**config.mk**
```make
export PLATFORM = sky130hd
export DESIGN_NAME = benes32_frame_loader_flat
export DESIGN_NICKNAME = d
export VERILOG_FILES = /design/src/rtl/benes32_frame_loader_if.sv /design/src/rtl/benes32_frame_loader.sv /design/src/flat_wrapper.sv
export SDC_FILE = /design/constraint.sdc
export NUM_CORES = 2
export LEC_CHECK = 0
export ABC_AREA = 0
export BUFFER_PORTS_ARGS = -buffer_cell sky130_fd_sc_hd__buf_4
export CAP_MARGIN = 30
export CORE_MARGIN = 5
export CORE_UTILIZATION = 35
export DETAILED_ROUTE_END_ITERATION = 10
export GPL_ROUTABILITY_DRIVEN = 0
export PLACE_DENSITY = 0.49
export SLEW_MARGIN = 30
export SYNTH_ARGS = -nofsm -noshare
export SYNTH_HDL_FRONTEND = slang
export SYNTH_SLANG_ARGS = --single-unit
export TNS_END_PERCENT = 30
```
**constraint.sdc**
```tcl
create_clock -name clk -period 6.65 [get_ports clk]
set_clock_uncertainty 0.1 [all_clocks]
set_input_delay 0.665 -clock clk [delete_from_list [all_inputs] [get_ports clk]]
set_output_delay 0.665 -clock clk [all_outputs]
set_load 0.01 [all_outputs]
```
**src/rtl/benes32_frame_loader_if.sv**
```systemverilog
// ---------------------------------------------------------------------------
// benes32_frame_loader_if
// Bundle for the Benes-32 frame loader: the serial word stream coming in, the
// lane-parallel frame going out, and the framing-error pulse.
// Revision: 1.0
// ---------------------------------------------------------------------------
`default_nettype none

interface benes32_frame_loader_if #(
  parameter int N     = 32,
  parameter int LANES = 32,
  parameter int B32   = 9
);
  logic                 in_valid;
  logic                 in_ready;
  logic [N-1:0]         in_data;
  logic                 in_last;
  logic [B32-1:0]       in_cfg;
  logic                 out_valid;
  logic                 out_ready;
  logic [LANES*N-1:0]   out_lanes;
  logic [B32-1:0]       out_cfg;
  logic                 frame_err;

  // Upstream producer / downstream consumer side
  modport master (
    output in_valid, in_data, in_last, in_cfg, out_ready,
    input  in_ready, out_valid, out_lanes, out_cfg, frame_err
  );

  // Loader side
  modport slave (
    input  in_valid, in_data, in_last, in_cfg, out_ready,
    output in_ready, out_valid, out_lanes, out_cfg, frame_err
  );
endinterface

`default_nettype wire

```
**src/rtl/benes32_frame_loader.sv**
```systemverilog
// ---------------------------------------------------------------------------
// benes32_frame_loader
// Double-banked input stage for the 32-lane Benes network. Serial words are
// gathered into one bank while the other bank is held on the lane-parallel
// output for the network. Malformed frames are dropped with a one-cycle
// frame_err pulse.
// Optional build macro: BENES32_LOADER_BITREV_EN -- when defined, word index
// i is stored in lane bitrev5(i) instead of lane i.
// Revision: 1.0
// ---------------------------------------------------------------------------
`default_nettype none

module benes32_frame_loader #(
  parameter int N     = 32,
  parameter int LANES = 32,
  parameter int B32   = 9
) (
  input  logic                    clk,
  input  logic                    rst_n,
  benes32_frame_loader_if.slave   bus
);

  logic [N-1:0]       lane_mem [2][LANES];
  logic [B32-1:0]     cfg_mem  [2];
  logic [1:0]         full;
  logic               wb;
  logic               rb;
  logic [4:0]         wptr;
  logic               err_pulse;

  logic [4:0]         wlane;
  logic               accept;
  logic               drain;
  logic               ptr_end;
  logic [LANES*N-1:0] lanes_flat;

  // Destination lane for the current word index
  always_comb begin
    wlane = wptr;
`ifdef BENES32_LOADER_BITREV_EN
    wlane = {wptr[0], wptr[1], wptr[2], wptr[3], wptr[4]};
`endif
  end

  // in_ready comes only from the full flag of the write bank, never from
  // in_valid or out_ready.
  assign accept  = bus.in_valid && !full[wb];
  assign drain   = full[rb] && bus.out_ready;
  assign ptr_end = (wptr == 5'd31);

  // Bank fill, framing check and drain bookkeeping. A fill and a drain in the
  // same cycle always touch different banks: the fill bank is empty and the
  // drain bank is full.
  always_ff @(posedge clk) begin
    if (!rst_n) begin
      for (int b = 0; b < 2; b++) begin
        cfg_mem[b] <= '0;
        for (int k = 0; k < LANES; k++) begin
          lane_mem[b][k] <= '0;
        end
      end
      full      <= '0;
      wb        <= 1'b0;
      rb        <= 1'b0;
      wptr      <= 5'd0;
      err_pulse <= 1'b0;
    end else begin
      err_pulse <= 1'b0;
      if (accept) begin
        lane_mem[wb][wlane] <= bus.in_data;
        if (wptr == 5'd0) begin
          cfg_mem[wb] <= bus.in_cfg;
        end
        if (ptr_end && bus.in_last) begin
          full[wb] <= 1'b1;
          wb       <= ~wb;
          wptr     <= 5'd0;
        end else if (ptr_end || bus.in_last) begin
          // Frame length mismatch: restart in the same bank, old words are
          // simply overwritten by the next frame.
          wptr      <= 5'd0;
          err_pulse <= 1'b1;
        end else begin
          wptr <= wptr + 5'd1;
        end
      end
      if (drain) begin
        full[rb] <= 1'b0;
        rb       <= ~rb;
      end
    end
  end

  // Present the read bank as a flat lane-parallel bus, lane 0 in the LSBs
  for (genvar k = 0; k < LANES; k++) begin : g_lane
    assign lanes_flat[k*N +: N] = lane_mem[rb][k];
  end

  assign bus.in_ready  = !full[wb];
  assign bus.out_valid = full[rb];
  assign bus.out_lanes = lanes_flat;
  assign bus.out_cfg   = cfg_mem[rb];
  assign bus.frame_err = err_pulse;

endmodule

`default_nettype wire

```
**src/flat_wrapper.sv**
```systemverilog
// flat-port wrapper written by rule: the top's interface ports become plain ports
module benes32_frame_loader_flat 
#(
  parameter int N     = 32,
  parameter int LANES = 32,
  parameter int B32   = 9
)
  (clk, rst_n, bus_in_valid, bus_in_data, bus_in_last, bus_in_cfg, bus_out_ready, bus_in_ready, bus_out_valid, bus_out_lanes, bus_out_cfg, bus_frame_err);
  benes32_frame_loader_if #(.N(N), .LANES(LANES), .B32(B32)) bus_i ();
  input  logic clk;
  input  logic rst_n;
  input wire logic [$bits(bus_i.in_valid)-1:0] bus_in_valid;
  input wire logic [$bits(bus_i.in_data)-1:0] bus_in_data;
  input wire logic [$bits(bus_i.in_last)-1:0] bus_in_last;
  input wire logic [$bits(bus_i.in_cfg)-1:0] bus_in_cfg;
  input wire logic [$bits(bus_i.out_ready)-1:0] bus_out_ready;
  output wire logic [$bits(bus_i.in_ready)-1:0] bus_in_ready;
  output wire logic [$bits(bus_i.out_valid)-1:0] bus_out_valid;
  output wire logic [$bits(bus_i.out_lanes)-1:0] bus_out_lanes;
  output wire logic [$bits(bus_i.out_cfg)-1:0] bus_out_cfg;
  output wire logic [$bits(bus_i.frame_err)-1:0] bus_frame_err;
  assign bus_i.in_valid = bus_in_valid;
  assign bus_i.in_data = bus_in_data;
  assign bus_i.in_last = bus_in_last;
  assign bus_i.in_cfg = bus_in_cfg;
  assign bus_i.out_ready = bus_out_ready;
  assign bus_in_ready = bus_i.in_ready;
  assign bus_out_valid = bus_i.out_valid;
  assign bus_out_lanes = bus_i.out_lanes;
  assign bus_out_cfg = bus_i.out_cfg;
  assign bus_frame_err = bus_i.frame_err;
  benes32_frame_loader #(.N(N), .LANES(LANES), .B32(B32)) u_core (.clk(clk), .rst_n(rst_n), .bus(bus_i));
endmodule
```
# [Word-level counts from Yosys, hierarchy flattened]
# Memory sizes are Yosys's and may differ from the RTL's. A register that Yosys moved wholly into a read port is not among the register bits.
# Cells that the tools add are included.
[classes] n_addsub=1 order_cmp=6 n_eq_ne=1 mux=35 n_bitwise=8 n_reduce_logical=13
[op_table] operator="1024-bit 2-to-1 mux" count=3
[op_table] operator="1024-bit OR reduction" count=1
[op_table] operator="32-bit demux with 5-bit select" count=1
[op_table] operator="32-bit 2-to-1 mux" count=1
[op_table] operator="1-bit 2-to-1 mux" count=21
[op_table] operator="5-bit 2-to-1 mux" count=2
[op_table] operator="9-bit 2-to-1 mux" count=1
[op_table] operator="9-bit OR reduction" count=1
[op_table] operator="2-bit 2-to-1 mux" count=4
[op_table] operator="6-bit >= comparator, second input constant" count=1
[op_table] operator="1-bit logical AND" count=6
[op_table] operator="6-bit by 1-bit less-than comparator with 1-bit output, second input constant" count=1
[op_table] operator="5-bit inverter with 6-bit output" count=1
[op_table] operator="5-bit by 1-bit adder with 5-bit output, second input constant" count=1
[op_table] operator="5-bit equality test, second input constant" count=1
[op_table] operator="5-bit logical NOT" count=1
[op_table] operator="1-bit by 2-bit less-than comparator with 1-bit output, second input constant" count=2
[op_table] operator="1-bit inverter" count=4
[op_table] operator="3-bit OR reduction" count=1
[op_table] operator="2-bit bitwise AND" count=1
[op_table] operator="1-bit demux with 1-bit select" count=2
[op_table] operator="1-bit >= comparator, second input constant" count=2
[op_table] operator="2-bit inverter" count=1
[op_table] operator="2-bit bitwise OR" count=1
[op_table] operator="other kinds (3)" count=3
[word_totals] register_bits=10 ramBits=2066 in_bits=46 elab_cells=71 n_memories=2
[memory_table] memory="u_core.lane_mem" words=2 width=1024 rd=1 rd_ports_with_merged_regs=1 wr=2 line_no="benes32_frame_loader.sv:23" rtl="logic [N-1:0] lane_mem [2][LANES];"
[memory_table] memory="u_core.cfg_mem" words=2 width=9 rd=1 rd_ports_with_merged_regs=1 wr=2 line_no="benes32_frame_loader.sv:24" rtl="logic [B32-1:0] cfg_mem [2];"

# [Longest topological paths before layout]
[logic_depth] word_depth=10 depth_mapped=10 mapped_depth_nobuf=8

# [Worst setup path after synthesis]
# No wires, ideal clock.
[synth_timing] path_type="input to register" from="in rst_n" to="mem u_core.lane_mem[0][640] (netlist name) (enable)" setup_time_ns=0.466 arrival_time_ns=3.978 t_required_ns=6.084 setup_slack_ns=2.106 cell_stages=5 n_path_buf=2 cell_sequence="clkbuf_1 -> nand2_1 -> or4_1 -> buf_2 -> o21ai_0"
[synth_rtl] item="start, declared" line_no="flat_wrapper.sv:11" rtl="input logic rst_n;"
[synth_rtl] item="end, declared" line_no="benes32_frame_loader.sv:23"

==> run_results.csv <==
group,metric,value,unit
placed_design,hpwl,232800,um
yosys,yosys_warnings,0,
clocking,root_buffer,"clkbuf_16",
die,initial_core_util,0.3515,
yosys,yosysSeqAreaShare,0.7625,
cells_and_area,area_delta_synth_final,25.69,%
timing,slew_violations,0,
clocking,clkTransAtPathRegs,0.06,ns
worst_setup_path,crit_path_cell_trace,"inv_1 > ha_1 > mux2i_1 > o311ai_0 > o21ai_4 > buf_4 > a31oi_4 > buf_4",
worst_hold_path,hold_start,"bus_in_data[23]",
clocking,clock_latency,0.88,ns
drt,vias_per_cell,5.558,
yosys,syn_avg_cell_area,16.84,um^2
worst_setup_path,crit_family,"compound AO/OA/AOI/OAI gates",
worst_setup_path,crit_type,"reg -> reg",
clocking,cts_tree,"yes",
timing,setup_viol,0,
worst_setup_path,max_stage_delay,0.76,ns
clocking,postCtsSetupRepairBufs,0,
worst_hold_path,min_to,"u_core.lane_mem[0][599]$_SDFFCE_PN0P_",
worst_setup_path,worstPathMaxFanout,18,
clocking,clk_path_buf_depth,3,
timing,relSlewSlack,0.2688,
yosys,synthCells,4849,
power_and_ir_drop,power,29.56,mW
yosys,synth-edff-count,2066,
cells_and_area,final.fill_count,20626,
drt,drt-pass1-iter-count,6,
worst_setup_path,r2r_start,"u_core.wlane[0]$_SDFFE_PN0N_",
timing,max_freq,0.2216,GHz
worst_hold_path,hp-class,"in -> reg",
timing,fin_crit_sh,0.6785,
power_and_ir_drop,power.density,288.0,nW/um^2
yosys,synth_top_cell_by_area,"edfxtp_1",
die,ios,1082,
flow_run,drv_cap,0,
yosys,synth.distinct_cells,43,
drt,first_iter_violations,6618,
clocking,cts_resized,0,
worst_setup_path,worst-path-buf-inv,3,
worst_setup_path,required,7.12,ns
yosys,ys_seq_elements,2077,
cells_and_area,final_nets,6064,
worst_setup_path,r2r-end,"u_core.lane_mem[1][910]$_DFFE_PP_",
timing,setup-tns-final,0,ns
worst_setup_path,r2r_setup_slack,2.14,ns
cells_and_area,multi_input_area,19410,um^2
yosys,synth_top_cell_area_share,0.7598,
timing,hold_violations,0,
timing,min_period,4.512,ns
timing,tightestPinTransition,1.097,ns
yosys,syn-cell-area,81660,um^2
worst_hold_path,hold_depth,2,
global_route,grt_use_total,0.2868,
drt,wl,361600,um
clocking,cts_sinks,2077,
worst_setup_path,slowest_stage,"a31oi_4",
die,die_w,493.0,um
die,rows,177,
clocking,cts_max_level,4,
worst_setup_path,end_kind,"flop",
power_and_ir_drop,ir_drop,0.2943,mV
cells_and_area,drive_gt1_frac,0.4471,
global_route,antenna_found_initial,47,
clocking,numCtsBuffers,218,
drt,drtAntennaViolNets,0,
die,die-area,243100,um^2
global_route,gr-total-overflow,0,
timing,grt_setup_unrepaired,"false",
worst_setup_path,crit_path_frequent_cell,"buf_4",
global_route,grt_pass1_vias,49233,
drt,dr_total_vias,51482,
die,core,232300,um^2
global_route,grt_max_degree,154,
yosys,synth_async_sr_flop_share,0,
outcome,outcome,"finished, final reports clean",
worst_setup_path,ff2ff_path_depth,8,
drt,drc_errors,0,
global_route,grt_pass1_wl,467200,um
worst_setup_path,crit_arrival,4.99,ns
placed_design,port_buffers,1081,
yosys,syn_nets,4900,
yosys,yosys-top-cells-area,"edfxtp_1 76%, mux2_2 14%, nor2_1 3.3%, nor3_1 1.4%, clkbuf_1 1.3%",
cells_and_area,regArea,62270,um^2
timing,hold_ws,0.08600,ns
worst_setup_path,startpoint_type,"flop",
power_and_ir_drop,total_leakage_power,37.44,nW
drt,avgRoutedWirePerCell,39.03,um
yosys,ys.flop_type,"edfxtp_1",
die,dieHeight,493.0,um
## layout make-up
cell class / instances / area share
inverters: 37 / 0.001378
flip-flops and latches: 2077 / 0.6067
well taps: 3043 / 0.03710
diodes: 20 / 0.0004876
repair buffers: 1273 / 0.09715
clock inverters: 136 / 0.01291
multi-input cells: 2406 / 0.1891
clock buffers: 271 / 0.05519
## stage by stage
| stage | setup WS, ns | std cells | util | area, um^2 |
|---|---|---|---|---|
| CTS | 2.131 | 9241 | 0.4413 | 102500 |
| global placement | 1.940 | 8808 | 0.4088 | 94970 |
| finish | 2.138 | 9263 | 0.4418 | 102600 |
| floorplan | 2.106 | 4849 | - | 81660 |
| detailed placement | 1.933 | 8824 | 0.4108 | 95430 |
| global route | 1.940 | 9248 | 0.4416 | 102600 |
## cells by family (layout without fill, tap and decap cells)
group | after synthesis | in the layout | share of synthesized area
flops | 2077 | 2077 | 0.7625
simple gates | 1239 | 1239 | 0.06716
mux | 1037 | 1037 | 0.1431
buf+inv | 366 | 1717 | 0.01762
compound gates | 122 | 122 | 0.008565
fa+ha+maj | 5 | 5 | 0.0007661
xor+xnor | 3 | 3 | 0.0003218
other cells | 0 | 20 | 0
## power breakdown
part           total, mW  internal (mW)  switching, mW
combinational       2.22          0.641           1.58
clock               12.1           6.69           5.37
sequential          15.3           15.1          0.189
total               29.6           22.4           7.14
## Yosys cell counts (3+ instances only)
library cell	count
nor2b_1	5
a31oi_1	34
mux2_2	1034
clkinv_1	33
ha_1	5
nand4_1	3
nor2_2	10
and2_1	116
clkbuf_1	290
nor4_1	33
and3_1	7
o21ai_0	64
nand2_1	60
buf_6	4
nor2_1	709
dfxtp_1	11
inv_1	4
xnor2_1	3
o31ai_1	3
buf_1	9
edfxtp_1	2066
nand3_1	57
a311oi_1	3
nor3_1	228
buf_2	25
nand2b_1	5
a21oi_1	9
## layer usage
metal  vias up  share of wire  GRT usage
li1      20556              -          -
met4         6          0.044     0.1159
met3       476          0.088    0.06487
met1     27504           0.42     0.3964
met5         -        0.00010          0
met2      2940           0.45     0.4397
## sequential cells by signal, indices dropped and copies added, names as in the netlist, named ones only
signal                cells
u_core.lane_mem        2048
u_core.cfg_mem           18
u_core.wlane              5
u_core.full               2
u_core.bus.frame_err      1
u_core.rb                 1
u_core.wb                 1
## how the worst max path moves through the flow
stage	start	to	cells after the start
2_1_floorplan	rst_n	u_core.lane_mem[0][640]$_SDFFCE_PN0P_	5
5_1_grt	u_core.wlane[0]$_SDFFE_PN0N_	u_core.lane_mem[1][878]$_DFFE_PP_	8
4_1_cts	u_core.wlane[0]$_SDFFE_PN0N_	u_core.lane_mem[1][910]$_DFFE_PP_	8
6_report	u_core.wlane[0]$_SDFFE_PN0N_	u_core.lane_mem[1][910]$_DFFE_PP_	8
3_5_place_dp	rst_n	u_core.lane_mem[1][14]$_DFFE_PP_	7
3_3_place_gp	rst_n	u_core.lane_mem[1][110]$_DFFE_PP_	7
## cell usage in the layout (no fill, tap or decap), types with 6 or more instances in the layout
cell type / count
a21oi_1: 9
a31oi_4: 34
and2_1: 115
and3_1: 6
buf_12: 10
buf_16: 11
buf_4: 1235
bufinv_16: 16
clkbuf_1: 52
clkbuf_16: 218
clkinv_1: 86
clkinv_16: 9
clkinv_2: 39
clkinvlp_4: 9
dfxtp_1: 9
diode_2: 20
dlygate4sd3_1: 10
edfxtp_1: 2066
mux2_2: 1034
nand2_1: 21
nand2_2: 29
nand2_4: 11
nand3_1: 43
nand3_2: 10
nor2_1: 709
nor2_2: 10
nor3_1: 228
nor4_1: 33
o21ai_2: 7
o21ai_4: 54
## what timing repair did
item	4_1_cts	5_1_grt
hold endpoints to repair	21	0
hold buffers	10	0
endpoints found under the setup margin	0	0
Power figures use the tool's default switching activity.
